==> src/rtl/cla_pkg.sv <==
// Shared carry-lookahead definitions: group width and a 4-bit lookahead slice
// usable by any arithmetic block that needs one.
package cla_pkg;

    localparam int GROUP_W = 4;

    // Returns {cout, carry_into_bit3, sum[3:0]} with every carry fully expanded.
    function automatic logic [5:0] cla4(
        input logic [3:0] a,
        input logic [3:0] b,
        input logic       cin
    );
        logic [3:0] p;
        logic [3:0] g;
        logic       c1;
        logic       c2;
        logic       c3;
        logic       c4;
        p  = a ^ b;
        g  = a & b;
        c1 = g[0] | (p[0] & cin);
        c2 = g[1] | (p[1] & g[0]) | (p[1] & p[0] & cin);
        c3 = g[2] | (p[2] & g[1]) | (p[2] & p[1] & g[0]) | (p[2] & p[1] & p[0] & cin);
        c4 = g[3] | (p[3] & g[2]) | (p[3] & p[2] & g[1]) | (p[3] & p[2] & p[1] & g[0])
           | (p[3] & p[2] & p[1] & p[0] & cin);
        return {c4, c3, p ^ {c3, c2, c1, cin}};
    endfunction

endpackage

==> src/rtl/cla4_group.sv <==
// One 4-bit carry-lookahead slice; exposes the carry into its top bit so the
// most significant slice can feed signed-overflow detection.
module cla4_group
    import cla_pkg::*;
(
    input  logic [GROUP_W-1:0] a,
    input  logic [GROUP_W-1:0] b,
    input  logic               cin,
    output logic [GROUP_W-1:0] sum,
    output logic               cout,
    output logic               c3
);

    assign {cout, c3, sum} = cla4(a, b, cin);

endmodule

==> src/rtl/cla_adder_pipe.sv <==
// Pipelined carry-lookahead adder/subtractor: each stage resolves a slice of
// 4-bit groups and forwards partial sum, carry and the still-pending operand bits.
module cla_adder_pipe
    import cla_pkg::*;
#(
    parameter int WIDTH  = 16,
    parameter int STAGES = 2
) (
    input  logic             clk,
    input  logic             rst_n,
    input  logic             in_valid,
    output logic             in_ready,
    input  logic [WIDTH-1:0] in_a,
    input  logic [WIDTH-1:0] in_b,
    input  logic             in_cin,
    input  logic             in_sub,
    output logic             out_valid,
    input  logic             out_ready,
    output logic [WIDTH-1:0] out_sum,
    output logic             out_cout,
    output logic             out_ovf
);

    localparam int NG  = WIDTH / GROUP_W;
    localparam int GPS = NG / STAGES;
    localparam int SW  = GPS * GROUP_W;

    logic              en_s;
    logic [WIDTH-1:0]  b_eff_s;
    logic              c0_s;
    logic [STAGES-1:0] valid_r;
    logic [STAGES-1:0] vin_s;

    // Subtraction is A + ~B + 1; the external carry-in is ignored in that mode.
    always_comb begin
        if (in_sub) begin
            b_eff_s = ~in_b;
            c0_s    = 1'b1;
        end else begin
            b_eff_s = in_b;
            c0_s    = in_cin;
        end
    end

    // The whole pipe advances together, so a held output freezes every stage.
    assign en_s     = ~valid_r[STAGES-1] | out_ready;
    assign in_ready = en_s;

    if (STAGES > 1) begin : g_vin
        assign vin_s = {valid_r[STAGES-2:0], in_valid};
    end else begin : g_vin
        assign vin_s = in_valid;
    end

    // Valid bits shift on every enabled cycle; bubbles travel like data.
    always_ff @(posedge clk or negedge rst_n) begin
        if (!rst_n) begin
            valid_r <= {STAGES{1'b0}};
        end else if (en_s) begin
            valid_r <= vin_s;
        end else begin
            valid_r <= valid_r;
        end
    end

    for (genvar k = 0; k < STAGES; k++) begin : g_stage
        localparam int LO = k * SW;
        localparam int IW = WIDTH - LO;

        logic [IW-1:0]    a_in_s;
        logic [IW-1:0]    b_in_s;
        logic             c_in_s;
        logic [GPS:0]     c_chain_s;
        logic [GPS-1:0]   c3_s;
        logic [SW-1:0]    grp_sum_s;
        logic [LO+SW-1:0] sum_nxt_s;
        logic [LO+SW-1:0] sum_r;
        logic             carry_r;
        logic             unused_c3_s;

        if (k == 0) begin : g_src
            assign a_in_s    = in_a;
            assign b_in_s    = b_eff_s;
            assign c_in_s    = c0_s;
            assign sum_nxt_s = grp_sum_s;
        end else begin : g_src
            assign a_in_s    = g_stage[k-1].g_ops.a_rem_r;
            assign b_in_s    = g_stage[k-1].g_ops.b_rem_r;
            assign c_in_s    = g_stage[k-1].carry_r;
            assign sum_nxt_s = {grp_sum_s, g_stage[k-1].sum_r};
        end

        assign c_chain_s[0] = c_in_s;
        assign unused_c3_s  = ^c3_s;

        for (genvar g = 0; g < GPS; g++) begin : g_grp
            cla4_group u_grp (
                .a    (a_in_s[g*GROUP_W +: GROUP_W]),
                .b    (b_in_s[g*GROUP_W +: GROUP_W]),
                .cin  (c_chain_s[g]),
                .sum  (grp_sum_s[g*GROUP_W +: GROUP_W]),
                .cout (c_chain_s[g+1]),
                .c3   (c3_s[g])
            );
        end

        // Result registers load only with a valid op, so they hold through bubbles.
        always_ff @(posedge clk or negedge rst_n) begin
            if (!rst_n) begin
                sum_r   <= {(LO+SW){1'b0}};
                carry_r <= 1'b0;
            end else if (en_s && vin_s[k]) begin
                sum_r   <= sum_nxt_s;
                carry_r <= c_chain_s[GPS];
            end else begin
                sum_r   <= sum_r;
                carry_r <= carry_r;
            end
        end

        if (k < STAGES - 1) begin : g_ops
            logic [IW-SW-1:0] a_rem_r;
            logic [IW-SW-1:0] b_rem_r;

            // Only the operand bits later stages still need are carried forward.
            always_ff @(posedge clk or negedge rst_n) begin
                if (!rst_n) begin
                    a_rem_r <= {(IW-SW){1'b0}};
                    b_rem_r <= {(IW-SW){1'b0}};
                end else if (en_s && vin_s[k]) begin
                    a_rem_r <= a_in_s[IW-1:SW];
                    b_rem_r <= b_in_s[IW-1:SW];
                end else begin
                    a_rem_r <= a_rem_r;
                    b_rem_r <= b_rem_r;
                end
            end
        end else begin : g_ovf
            logic ovf_r;

            // Signed overflow: carry into the MSB disagrees with carry out of it.
            always_ff @(posedge clk or negedge rst_n) begin
                if (!rst_n) begin
                    ovf_r <= 1'b0;
                end else if (en_s && vin_s[k]) begin
                    ovf_r <= c3_s[GPS-1] ^ c_chain_s[GPS];
                end else begin
                    ovf_r <= ovf_r;
                end
            end
        end
    end

    assign out_valid = valid_r[STAGES-1];
    assign out_sum   = g_stage[STAGES-1].sum_r;
    assign out_cout  = g_stage[STAGES-1].carry_r;
    assign out_ovf   = g_stage[STAGES-1].g_ovf.ovf_r;

endmodule
==> config.mk <==
export PLATFORM = sky130hd
export DESIGN_NAME = cla_adder_pipe
export DESIGN_NICKNAME = d
export VERILOG_FILES = /design/src/rtl/cla_pkg.sv /design/src/rtl/cla4_group.sv /design/src/rtl/cla_adder_pipe.sv
export SDC_FILE = /design/constraint.sdc
export NUM_CORES = 1
export LEC_CHECK = 0
export ABC_AREA = 1
export BUFFER_PORTS_ARGS = -buffer_cell sky130_fd_sc_hd__buf_2
export CORE_MARGIN = 2
export CORE_UTILIZATION = 30
export DETAILED_ROUTE_END_ITERATION = 7
export HOLD_SLACK_MARGIN = 0.05
export PLACE_DENSITY_LB_ADDON = 0.05
export SYNTH_ARGS = -nofsm -noshare
export SYNTH_HDL_FRONTEND = slang
export SYNTH_SLANG_ARGS = --single-unit
==> constraint.sdc <==
create_clock -name clk -period 4.3 [get_ports clk]
set_input_delay 0.43 -clock clk [delete_from_list [all_inputs] [get_ports clk]]
set_output_delay 0.43 -clock clk [all_outputs]
set_load 0.005 [all_outputs]
==> impl_summary.txt, run 1 <==
----------------------------------------------------
[Outcome]
  Run status ... complete, no violations

[Placed design]
  GP Congestion ... 0.7642
  Pre-CTS setup slack ... 1666 ps
  Final HPWL DP ... 4.277 mm
  Placed Area ... 2939 sq um
  Number of port buffers ... 57

[Cells and area]
  Post-layout utilization of the core ... 36.76%
  Synth-to-layout area growth ... 17.55%
  Final layout net count ... 419
  Number of inserted diodes ... 0
  Layout cells sized above 1 ... 22.65%
  Post-route cell area ... 3050 sq um

[Timing]
  Max-slew headroom ... 29.12%
  Final hold viol count ... 0
  Fin Setup TNS ... 0 ps
  Upper clock frequency limit ... 0.4412 GHz
  Setup ws final ... 2034 ps
  Final hold slack ... 316.6 ps
  Max Clock Skew ... 13.55 ps
  Final critical path time including I/O delays and setup ... 2266 ps
  Setup repair after global routing missed its margin ... no
  Final cycle utilization of the critical path ... 52.71%
  Number of pins exceeding their max-slew limit in the final report ... 0
  Slew at the pin closest to its max-slew limit ... 1063 ps
  Setup Viol. Count Final ... 0

[Clocking]
  Maximum number of buffers from clock root to sink ... 2
  TritonCTS Sinks ... 45
  Register clock-pin slew on the reported worst setup and hold paths ... 100 ps
  TritonCTS clock tree ... done
  Count of instances resized after the clock tree is built ... 0
  Hold buffers post-CTS ... 0
  Post-CTS Setup Repair Bufs ... 0
  CTS buffer count ... 5
  Later-pin clock latency in the skew report ... 300 ps
  Level count of the clock H-tree ... 2
  Buffer type at the clock tree root ... sky130_fd_sc_hd__clkbuf_8

[Floorplanning]
  Die Footprint ... 9410 sq um
  Core area ... 8299 sq um
  Initial cell density of the core ... 31.27%
  I/O pin count ... 58
  Chip width ... 97.01 microns
  Die boundary height ... 97.01 microns
  Std-Cell Rows ... 33

[Power]
  Leak ... 0.001676 uW
  Worst IR drop on VDD ... 0.1966 mV
  Areal power density over the cells ... 469.0 nW/um^2

[Critical path]
  Reg-to-reg setup timing slack ... 2440 ps
  Path type of the worst setup path ... in2reg
  Startpoint type of the worst setup path ... primary input
  Cells along the critical path ... buf_2 > xnor2_1 > inv_1 > ha_1 > nand3_4 > nand2_4 > nand2_2 > nand2_2 > inv_1 > fa_1 > xor2_1 > o21ai_0
  CP Buf/Inv Count ... 3
  Largest driver fanout on the critical path ... 17
  Max stage delay cell, worst path ... sky130_fd_sc_hd__buf_2
  Data required time at the worst endpoint ... 4530 ps
  Kind of capture point of the worst setup path ... flip-flop
  Highest cell delay on the worst timing path ... 420 ps
  Crit path DAT ... 2500 ps
  Delay-heaviest family, CP ... adder cells

[Synthesis]
  Number of nets produced by synthesis ... 364
  Synthesized cell area ... 2595 sq um
  Number of instances in the synthesized netlist ... 306
  Post-Synthesis Mean Instance Area ... 8.480 sq um
  Synth warn ... 0
  Part of the Yosys area used for sequential elements ... 43.39%
  Synth unique cells ... 28
  Number of storage elements in the synthesis netlist ... 45

[Route]
  Total routed wirelength ... 5.887 mm
  Via density ... 4.330
  First-iteration detailed-routing DRC count ... 67
  DRC Markers ... 0
  Detailed-route via count ... 2,022
  DR pass1 iterations ... 4
  Routed Antenna Nets ... 0
  WL per Instance ... 12.61 microns

[Global routing]
  Antenna violations before repair ... 0
  Largest net degree at the start of global routing ... 46
  Total global routing track utilization ... 13.45%
  Via count of the first global-routing pass ... 2,086
  GRT Residual Overflow ... 0
  Global-route wire length before repair ... 10.25 mm

[Min path]
  Min-delay worst type ... in2async

[Flow run]
  Number of maximum-capacitance violations ... 0

----------------------------------------------------
worst reg2reg max path, cell delays in order, from the launching register on:
cell and delay (ps):
sky130_fd_sc_hd__dfrtp_1 390, sky130_fd_sc_hd__inv_1 70, sky130_fd_sc_hd__nor2_2 50, sky130_fd_sc_hd__nor2_2 520, sky130_fd_sc_hd__inv_2 400, sky130_fd_sc_hd__a21oi_1 230
sky130_fd_sc_hd__nand3_1 100, sky130_fd_sc_hd__nand2_1 60
synthesized netlist by cell type:
library cell,count,share of area [%]
sky130_fd_sc_hd__nor2_2,2,0.48
sky130_fd_sc_hd__and2_1,1,0.24
sky130_fd_sc_hd__inv_2,2,0.29
sky130_fd_sc_hd__a21o_1,2,0.58
sky130_fd_sc_hd__a21oi_2,1,0.34
sky130_fd_sc_hd__inv_1,28,4.1
sky130_fd_sc_hd__o21ai_1,7,1.3
sky130_fd_sc_hd__o21ai_0,15,2.9
sky130_fd_sc_hd__buf_2,4,0.77
sky130_fd_sc_hd__buf_6,4,1.7
sky130_fd_sc_hd__inv_4,1,0.24
sky130_fd_sc_hd__xor2_1,9,3.0
sky130_fd_sc_hd__nand3_2,2,0.77
sky130_fd_sc_hd__ha_1,16,7.7
sky130_fd_sc_hd__nand3_1,10,1.9
sky130_fd_sc_hd__nand3_4,1,0.68
sky130_fd_sc_hd__and3_1,1,0.24
sky130_fd_sc_hd__nand2_4,2,0.87
sky130_fd_sc_hd__nand2_2,6,1.4
sky130_fd_sc_hd__a21oi_1,7,1.3
sky130_fd_sc_hd__nand2_1,108,16
sky130_fd_sc_hd__xnor2_1,11,3.7
sky130_fd_sc_hd__nand3b_1,1,0.29
sky130_fd_sc_hd__nor2_1,11,1.6
sky130_fd_sc_hd__dfrtp_1,45,43
sky130_fd_sc_hd__fa_1,4,3.1
sky130_fd_sc_hd__buf_4,2,0.58
sky130_fd_sc_hd__nand4_1,3,0.72
sequential cells by signal, indices dropped and copies added (netlist names):
register / flops
g_stage.carry_r: 1
g_stage.g_ops.b_rem_r: 8
out_cout: 1
valid_r: 2
g_stage.g_ops.a_rem_r: 8
g_stage.sum_r: 8
out_ovf: 1
out_sum: 16
through the flow:
stage | std cells | power (uW)
finish | 467 | 1431
global route | 467 | 1566
CTS | 467 | 1462
detailed placement | 459 | 1121
global placement | 459 | 1113
floorplan | 306 | 944.7
cell type report:
| cell class | instances | area [sq um] |
|---|---|---|
| clock buffers | 6 | 72.57 |
| inverters | 31 | 118.9 |
| multi-input cells | 220 | 1270 |
| fillers | 884 | 5249 |
| well taps | 105 | 131.4 |
| repair buffers | 58 | 292.8 |
| clock inverters | 2 | 38.79 |
| flip-flops and latches | 45 | 1126 |
layer usage:
metal | vias up | wire length [microns] | GRT usage [%]
met3 | 2 | 220 | 3.540
li1 | 1069 | - | -
met1 | 917 | 2874 | 17.47
met2 | 34 | 2752 | 22.54
met4 | 0 | 40 | 2.925
met5 | - | 0 | 0
power by group:
| group | switching, uW | total [uW] | leakage [uW] | internal, uW |
|---|---|---|---|---|
| Clock | 157 | 332 | 0.0000554 | 175 |
| Combinational | 276 | 487 | 0.00107 | 211 |
| Sequential | 65.9 | 612 | 0.000554 | 546 |
final timing paths:
check / start / end / cells after the start
max: in_sub / g_stage[0].sum_r[5] / 12
min: rst_n / valid_r[1] / 1
max reg2reg: valid_r[1] / out_sum[11] / 7
min reg2reg: out_sum[6] / out_sum[6] / 2
max in group asynchronous: rst_n / g_stage[0].carry_r / 1
min in group clk: in_a[14] / g_stage[0].g_ops.a_rem_r[6] / 3
layout by cell type, fill, tap and decap left out, types with 3 or more instances in the layout:
master | netlist | final
sky130_fd_sc_hd__a21oi_1 | 7 | 7
sky130_fd_sc_hd__buf_2 | 4 | 57
sky130_fd_sc_hd__clkbuf_8 | 0 | 5
sky130_fd_sc_hd__dfrtp_1 | 45 | 45
sky130_fd_sc_hd__fa_1 | 4 | 4
sky130_fd_sc_hd__ha_1 | 16 | 16
sky130_fd_sc_hd__inv_1 | 28 | 28
sky130_fd_sc_hd__nand2_1 | 108 | 108
sky130_fd_sc_hd__nand2_2 | 6 | 6
sky130_fd_sc_hd__nand3_1 | 10 | 10
sky130_fd_sc_hd__nand4_1 | 3 | 3
sky130_fd_sc_hd__nor2_1 | 11 | 11
sky130_fd_sc_hd__o21ai_0 | 15 | 15
sky130_fd_sc_hd__o21ai_1 | 7 | 7
sky130_fd_sc_hd__xnor2_1 | 11 | 11
sky130_fd_sc_hd__xor2_1 | 9 | 9
cell families after synthesis:
kind of cell | Yosys count | synth area share (%)
AOI/OAI and AO/OA | 32 | 6.509
xor gates and xnor gates | 20 | 6.750
adders and majority gates | 20 | 10.80
buffers and inverters | 41 | 7.666
DFF | 45 | 43.39
and+or+nand+nor | 148 | 24.88
No activity file was read; power rests on OpenSTA's default activity.
==> inputs of run 2 (changes only) <==
==> constraint.sdc (replaced) <==
create_clock -name clk -period 2.1 [get_ports clk]
set_input_delay 0.21 -clock clk [delete_from_list [all_inputs] [get_ports clk]]
set_output_delay 0.21 -clock clk [all_outputs]
set_load 0.005 [all_outputs]
==> run 2 against run 1 <==
Sequential power up 110%. Critical path depth down 4. Clock power up 60%. First-iteration DRC count down 27%. Die area unchanged. Largest cell class unchanged. Highest routed layer unchanged.
==> impl_summary.txt, run 2 (synthesis gave the netlist of run 1 again) <==
----------------------------------------------------
[Outcome]
  Run status ... complete, no violations

[Floorplanning]
  I/O pin count ... 58 (unchanged)
  Core area ... 8299 sq um (unchanged)
  Std-Cell Rows ... 33 (unchanged)
  Initial cell density of the core ... 31.27% (unchanged)
  Die boundary height ... 97.01 microns (unchanged)
  Chip width ... 97.01 microns (unchanged)
  Die Footprint ... 9410 sq um (unchanged)

[Cells and area]
  Layout cells sized above 1 ... 24.19% (+1.5 points)
  Final layout net count ... 429 (+2.4%)
  Most frequent standard cell in the layout excluding fill and tap cells ... sky130_fd_sc_hd__nand2_1
  Number of inserted diodes ... 0 (unchanged)
  Flip-flop count of the largest register after layout ... 16 (unchanged)
  Fillers ... 916 (+3.6%)
  Most frequent cells in the layout ... sky130_fd_sc_hd__nand2_1, sky130_fd_sc_hd__buf_2, sky130_fd_sc_hd__dfrtp_1
  Synth-to-layout area growth ... 19.48%

[Timing]
  Final cycle utilization of the critical path ... 86.04%
  Setup Viol. Count Final ... 0 (unchanged)
  Final critical path time including I/O delays and setup ... 1807 ps
  Final hold viol count ... 0 (unchanged)
  Number of pins exceeding their max-slew limit in the final report ... 0 (unchanged)
  Max Clock Skew ... 10.70 ps (-2.855 ps)
  Slew at the pin closest to its max-slew limit ... 528.1 ps (-535.1 ps)
  Final hold slack ... 98.26 ps (-218.3 ps)
  Max-slew headroom ... 64.75% (+36 points)
  Upper clock frequency limit ... 0.5534 GHz
  Fin Setup TNS ... 0 ps (unchanged)
  Setup repair after global routing missed its margin ... no
  Setup ws final ... 293.1 ps (-1741 ps)

[Critical path]
  Startpoint type of the worst setup path ... flip-flop
  Path type of the worst setup path ... reg2reg
  Capture instance of the worst register-to-register path ... out_sum[13]
  Reg-to-reg setup timing slack ... 290 ps (-2150 ps)
  Crit path DAT ... 1990 ps (-510 ps)
  Data required time at the worst endpoint ... 2280 ps (-2250 ps)
  Reg2reg path depth ... 8 (+1)
  Kind of capture point of the worst setup path ... flip-flop
  Largest driver fanout on the critical path ... 6 (-11)
  Reg2reg start ... g_stage[0].g_ops.a_rem_r[1]

[Route]
  Highest metal layer used by the detailed router ... met4
  DR pass1 iterations ... 5 (+1)
  Detailed-route via count ... 2,067 (+2.2%)
  Routed Antenna Nets ... 0 (unchanged)
  Via density ... 4.333 (about the same)
  Wire length on met3 ... 253 microns (+15%)
  First-iteration detailed-routing DRC count ... 49 (-27%)
  WL per Instance ... 12.22 microns (-3.0%)
  Wire length on met1 ... 2.807 mm (-2.3%)
  DRC Markers ... 0 (unchanged)
  WL met2 ... 2.693 mm (-2.1%)
  Total routed wirelength ... 5.831 mm (-0.95%)

[Flow run]
  Number of maximum-capacitance violations ... 0 (unchanged)

[Clocking]
  Register clock-pin slew on the reported worst setup and hold paths ... 90 ps (about the same)
  Level count of the clock H-tree ... 2 (unchanged)
  TritonCTS clock tree ... done
  Buffer type at the clock tree root ... sky130_fd_sc_hd__clkbuf_8
  CTS buffer count ... 5 (unchanged)
  Maximum number of buffers from clock root to sink ... 2 (unchanged)
  TritonCTS Sinks ... 45 (unchanged)
  Count of instances resized after the clock tree is built ... 0 (unchanged)
  Later-pin clock latency in the skew report ... 300 ps (about the same)

[Global routing]
  Total global routing track utilization ... 13.32% (-0.13 points)
  Via count of the first global-routing pass ... 2,135 (+2.3%)
  Global-route wire length before repair ... 10.16 mm (-0.88%)
  Largest net degree at the start of global routing ... 29 (-37%)
  Antenna violations before repair ... 0 (unchanged)
  GRT Residual Overflow ... 0 (unchanged)

[Min path]
  Worst hold path endpoint ... g_stage[0].g_ops.a_rem_r[1]
  Min-delay src ... in_a[9]
  Min-delay worst type ... in2reg
  Min-Delay Path Depth ... 3

[Power]
  Areal power density over the cells ... 904.2 nW/um^2 (+93%)
  Worst IR drop on VDD ... 0.3150 mV (+60%)
  Power consumption ... 2803 uW (+96%)
  Leak ... 0.001706 uW (+1.8%)

[Placed design]
  Final HPWL DP ... 4.504 mm (+5.3%)
  Pre-CTS setup slack ... 54.14 ps (-1612 ps)
  GP Congestion ... 0.7385 (-3.4%)
  Number of port buffers ... 57 (unchanged)

----------------------------------------------------
==> run 2: cell types whose count changed in the layout (fill, tap and decap cells not counted) <==
| cell | change |
|---|---|
| sky130_fd_sc_hd__buf_4 | +9 |
| sky130_fd_sc_hd__bufinv_16 | -1 |
| sky130_fd_sc_hd__clkbuf_1 | +1 |
| sky130_fd_sc_hd__clkinv_4 | -1 |
| sky130_fd_sc_hd__clkinvlp_4 | +1 |
| sky130_fd_sc_hd__dlygate4sd3_1 | +1 |
| sky130_fd_sc_hd__o21ai_0 | -1 |
| sky130_fd_sc_hd__o21ai_1 | +1 |
==> run 2: report_power, final <==
group          internal, uW  switching, uW
Clock                   236            294
Combinational           450            565
Sequential             1120            138
Total                  1810            998
==> run 2: area by class of cell <==
type / count / area [sq um] / share of cell area (%)
clock inverters: 1 / 7.507 / 0.2421
clock buffers: 7 / 76.32 / 2.462
well taps: 105 / 131.4 / 4.237
multi-input cells: 220 / 1270 / 40.96
inverters: 31 / 118.9 / 3.834
repair buffers: 68 / 370.4 / 11.95
flip-flops and latches: 45 / 1126 / 36.32
==> run 2: per-stage QoR <==
| stage | util [%] | area [sq um] | cells |
|---|---|---|---|
| CTS | 37.36 | 3100 | 477 |
| finish | 37.36 | 3100 | 477 |
| detailed placement | 36.23 | 3007 | 468 |
| floorplan | - | 2603 | 306 |
| global route | 37.36 | 3100 | 477 |
| global placement | 36.23 | 3007 | 468 |
==> run 2: worst max path at each step <==
stage                                            from                  end  slack (ps)  cells past startpoint
after floorplan                                in_sub  g_stage[0].sum_r[5]          20                     14
after global placement                         in_sub  g_stage[0].sum_r[5]          90                     12
after detailed placement                       in_sub  g_stage[0].sum_r[5]          50                     12
after CTS                 g_stage[0].g_ops.a_rem_r[1]          out_sum[13]         270                      8
after global routing      g_stage[0].g_ops.a_rem_r[1]          out_sum[13]         170                      8
final                     g_stage[0].g_ops.a_rem_r[1]          out_sum[13]         290                      8
==> run 2: timing repair <==
item | 4_1_cts | 5_1_grt
buffers inserted | 0 | 0
endpoints found under the hold margin | 18 | 0
hold buffers | 1 | 0
==> run 2: worst max-delay path, stage by stage (launching register included) <==
cell and delay (ps):
sky130_fd_sc_hd__dfrtp_1 390, sky130_fd_sc_hd__ha_1 320, sky130_fd_sc_hd__inv_1 60, sky130_fd_sc_hd__nand2_1 80, sky130_fd_sc_hd__nand3_2 100, sky130_fd_sc_hd__nand2_2 110
sky130_fd_sc_hd__fa_1 390, sky130_fd_sc_hd__xnor2_1 160, sky130_fd_sc_hd__o21ai_1 80
==> run 2: metal layers <==
metal,up-vias,track usage [%]
li1,1082,-
met2,43,21.69
met3,7,2.890
met5,-,0
met4,0,3.575
met1,935,17.96
==> inputs of run 3 (changes only) <==
--- a/config.mk
+++ b/config.mk
@@ -5,13 +5,12 @@
 export SDC_FILE = /design/constraint.sdc
 export NUM_CORES = 1
 export LEC_CHECK = 0
-export ABC_AREA = 1
 export BUFFER_PORTS_ARGS = -buffer_cell sky130_fd_sc_hd__buf_2
 export CORE_MARGIN = 2
 export CORE_UTILIZATION = 30
 export DETAILED_ROUTE_END_ITERATION = 7
 export HOLD_SLACK_MARGIN = 0.05
-export PLACE_DENSITY_LB_ADDON = 0.05
+export PLACE_DENSITY_LB_ADDON = 0.2
 export SYNTH_ARGS = -nofsm -noshare
 export SYNTH_HDL_FRONTEND = slang
 export SYNTH_SLANG_ARGS = --single-unit
==> run 3 against run 2 <==
Design area grew 0.73%. Cell count fell by 16%. Clock power up 44%. Synthesized area is 5.3% lower. Maximum frequency shrank 10%. Register-to-register slack got worse by 200 ps. Utilization is 1.2 points higher. Via count decreased by 15%. Die area fell by 5.0%. Global-route usage down 1.5 points. Critical path depth down 1. Count of clock-buffer cells in the layout decreased by 2. Highest routed layer unchanged.
==> impl_summary.txt, run 3 <==
----------------------------------------------------
[Power]
  Areal power density over the cells ... 1021 nW/um^2 (+13%)
  Leak ... 0.001523 uW (-11%)
  Power consumption ... 3189 uW (+14%)
  Worst IR drop on VDD ... 0.2934 mV (-6.9%)

[Global routing]
  Via count of the first global-routing pass ... 1,764 (-17%)
  Antenna violations before repair ... 0 (unchanged)
  GRT Residual Overflow ... 0 (unchanged)
  Global-route wire length before repair ... 8.266 mm (-19%)
  Total global routing track utilization ... 11.86% (-1.5 points)
  Largest net degree at the start of global routing ... 29 (unchanged)

[Timing]
  Setup ws final ... 89.97 ps (-203.1 ps)
  Slew at the pin closest to its max-slew limit ... 409.0 ps (-119.2 ps)
  Max-slew headroom ... 72.74% (+8.0 points)
  Upper clock frequency limit ... 0.4975 GHz (-10%)
  Setup Viol. Count Final ... 0 (unchanged)
  Final cycle utilization of the critical path ... 95.72% (+9.7 points)
  Final hold viol count ... 0 (unchanged)
  Max Clock Skew ... 9.335 ps (-1.360 ps)
  Final critical path time including I/O delays and setup ... 2010 ps (+203.1 ps)
  Number of pins exceeding their max-slew limit in the final report ... 0 (unchanged)

[Clocking]
  Later-pin clock latency in the skew report ... 300 ps (about the same)
  CTS buffer count ... 5 (unchanged)
  TritonCTS clock tree ... done
  Level count of the clock H-tree ... 2 (unchanged)
  Buffer type at the clock tree root ... sky130_fd_sc_hd__clkbuf_8
  Register clock-pin slew on the reported worst setup and hold paths ... 90 ps (about the same)
  TritonCTS Sinks ... 45 (unchanged)
  Maximum number of buffers from clock root to sink ... 2 (unchanged)

[Critical path]
  Data required time at the worst endpoint ... 2280 ps (about the same)
  Largest driver fanout on the critical path ... 3 (-3)
  Startpoint type of the worst setup path ... flip-flop
  Crit path DAT ... 2190 ps (+200 ps)
  Kind of capture point of the worst setup path ... flip-flop
  Highest cell delay on the worst timing path ... 430 ps (+40 ps)
  Path type of the worst setup path ... reg2reg
  Max stage delay cell, worst path ... sky130_fd_sc_hd__dfrtp_1
  Cells along the critical path ... ha_4 > a211oi_2 > nor2_1 > o21ai_1 > nand2b_1 > fa_1 > mux2_2

[Synthesis]
  Biggest area contributors in the synthesized netlist ... sky130_fd_sc_hd__dfrtp_1, sky130_fd_sc_hd__ha_1, sky130_fd_sc_hd__mux2_2
  Share of Yosys cell area claimed by the top area cell type ... 45.80% (+2.4 points)
  Part of the Yosys area used for sequential elements ... 45.80% (+2.4 points)
  Synth warn ... 0 (unchanged)
  Number of nets produced by synthesis ... 280 (-23%)
  Async SR Flop Fraction ... 100.0% (unchanged)
  Synthesized cell area ... 2459 sq um (-5.3%)
  Cell type contributing the most total cell area after synthesis ... sky130_fd_sc_hd__dfrtp_1
  Number of storage elements in the synthesis netlist ... 45 (unchanged)
  Cell with the most instances after synthesis ... sky130_fd_sc_hd__dfrtp_1
  Synth unique cells ... 35 (+25%)
  Post-Synthesis Mean Instance Area ... 11.07 sq um (+31%)
  Commonest cells in the netlist ... sky130_fd_sc_hd__dfrtp_1, sky130_fd_sc_hd__o21ai_0, sky130_fd_sc_hd__nand2_1
  Number of instances in the synthesized netlist ... 222 (-27%)
  Most common flop cell mapped by yosys ... sky130_fd_sc_hd__dfrtp_1
  EDFF count, synth ... 0 (unchanged)

[Min path]
  Min-delay worst type ... in2reg

[Cells and area]
  Synth-to-layout area growth ... 27.02%
  Final non-filler cell total ... 400 (-16%)
  Flip-flop count of the largest register after layout ... 16 (unchanged)
  Layout cells sized above 1 ... 37.63% (+13 points)
  Final layout net count ... 352 (-18%)
  Most frequent standard cell in the layout excluding fill and tap cells ... sky130_fd_sc_hd__buf_2
  Fillers ... 833 (-9.1%)
  Number of inserted diodes ... 0 (unchanged)
  Most frequent cells in the layout ... sky130_fd_sc_hd__buf_2, sky130_fd_sc_hd__dfrtp_1, sky130_fd_sc_hd__nand2_1

[Floorplanning]
  Core area ... 8093 sq um (-2.5%)
  I/O pin count ... 58 (unchanged)
  Die boundary height ... 94.53 microns (-2.6%)
  Chip width ... 94.53 microns (-2.6%)
  Initial cell density of the core ... 30.38% (-0.89 points)
  Std-Cell Rows ... 33 (unchanged)
  Die Footprint ... 8936 sq um (-5.0%)

[Outcome]
  Run status ... complete, no violations

[Route]
  DRC Markers ... 0 (unchanged)
  Via density ... 4.390 (+1.3%)
  First-iteration detailed-routing DRC count ... 41 (-16%)
  WL per Instance ... 12.23 microns (about the same)
  Routed Antenna Nets ... 0 (unchanged)
  Detailed-route via count ... 1,756 (-15%)
  DR pass1 iterations ... 4 (-1)
  Total routed wirelength ... 4.892 mm (-16%)

[Placed design]
  Pre-CTS setup slack ... 7.910 ps (-46.23 ps)
  Final HPWL DP ... 3.857 mm (-14%)
  Cell Count Post-Placement ... 390 (-17%)
  Number of port buffers ... 57 (unchanged)
  GP Congestion ... 0.7565 (+2.4%)

[Flow run]
  Number of maximum-capacitance violations ... 0 (unchanged)

----------------------------------------------------
==> run 3: per-stage QoR <==
stage | utilization, % | instance area (sq um) | setup TNS, ps | hold WS [ps]
floorplan | - | 2499 | -7.238 | -85.59
global placement | 36.56 | 2959 | 0 | 170.6
detailed placement | 36.56 | 2959 | 0 | 171.0
CTS | 38.34 | 3103 | 0 | 130.4
global route | 38.59 | 3123 | -114.1 | 122.5
finish | 38.59 | 3123 | 0 | 139.7
==> run 3: routing by layer <==
| layer | up-vias | routed length (microns) | global-route usage, % |
|---|---|---|---|
| li1 | 902 | - | - |
| met1 | 814 | 2193 | 14.92 |
| met2 | 34 | 2404 | 20.18 |
| met3 | 6 | 216 | 2.634 |
| met4 | 0 | 78 | 3.986 |
| met5 | - | 0 | 0 |
==> run 3: final timing paths <==
check | startpoint | to | slack (ps) | cells past startpoint
max reg2reg | g_stage[0].g_ops.a_rem_r[0] | out_sum[12] | 90 | 7
min | in_a[11] | g_stage[0].g_ops.a_rem_r[3] | 140 | 2
max in group asynchronous | rst_n | g_stage[0].sum_r[6] | 1020 | 3
max | g_stage[0].g_ops.a_rem_r[0] | out_sum[12] | 90 | 7
min in group asynchronous | rst_n | g_stage[0].g_ops.a_rem_r[3] | 370 | 2
min reg2reg | out_sum[11] | out_sum[11] | 480 | 2
==> run 3: cell families (layout without fill, tap and decap cells) <==
group,count (synthesis),after routing,synth area share (%)
fa+ha+maj,20,20,11.40
buf+inv,18,91,3.410
flops,45,45,45.80
simple gates,42,42,7.430
mux,19,19,8.600
compound gates,51,51,13.74
xor+xnor,27,27,9.618
==> run 3: area by class of cell <==
cell class	count	area, sq um	area share, %
tap	105	131.4	4.207
clock inverter	3	65.06	2.083
sequential	45	1126	36.06
inverter	9	33.78	1.082
timing repair buffer	74	415.4	13.30
multi-input combinational	159	1282	41.07
clock buffer	5	68.82	2.204
==> run 3: critical path, delay by kind of cell (launching register included) <==
family	cells	cell delay (ps)
adders and majority gates	2	690
AOI/OAI and AO/OA	2	340
and+or+nand+nor	2	180
DFF	1	430
muxes	1	260
==> run 3: repair_timing <==
item,4_1_cts,5_1_grt
hold buffers,1,0
setup buffers,0,1
setup endpoints to repair,0,3
resized for setup,0,3
hold endpoints to repair,17,0
==> run 3: power by group <==
group / switching [uW] / internal [uW] / leakage, uW
Clock: 292 / 473 / 0.0000681
Sequential: 149 / 1140 / 0.000545
Combinational: 528 / 602 / 0.000911
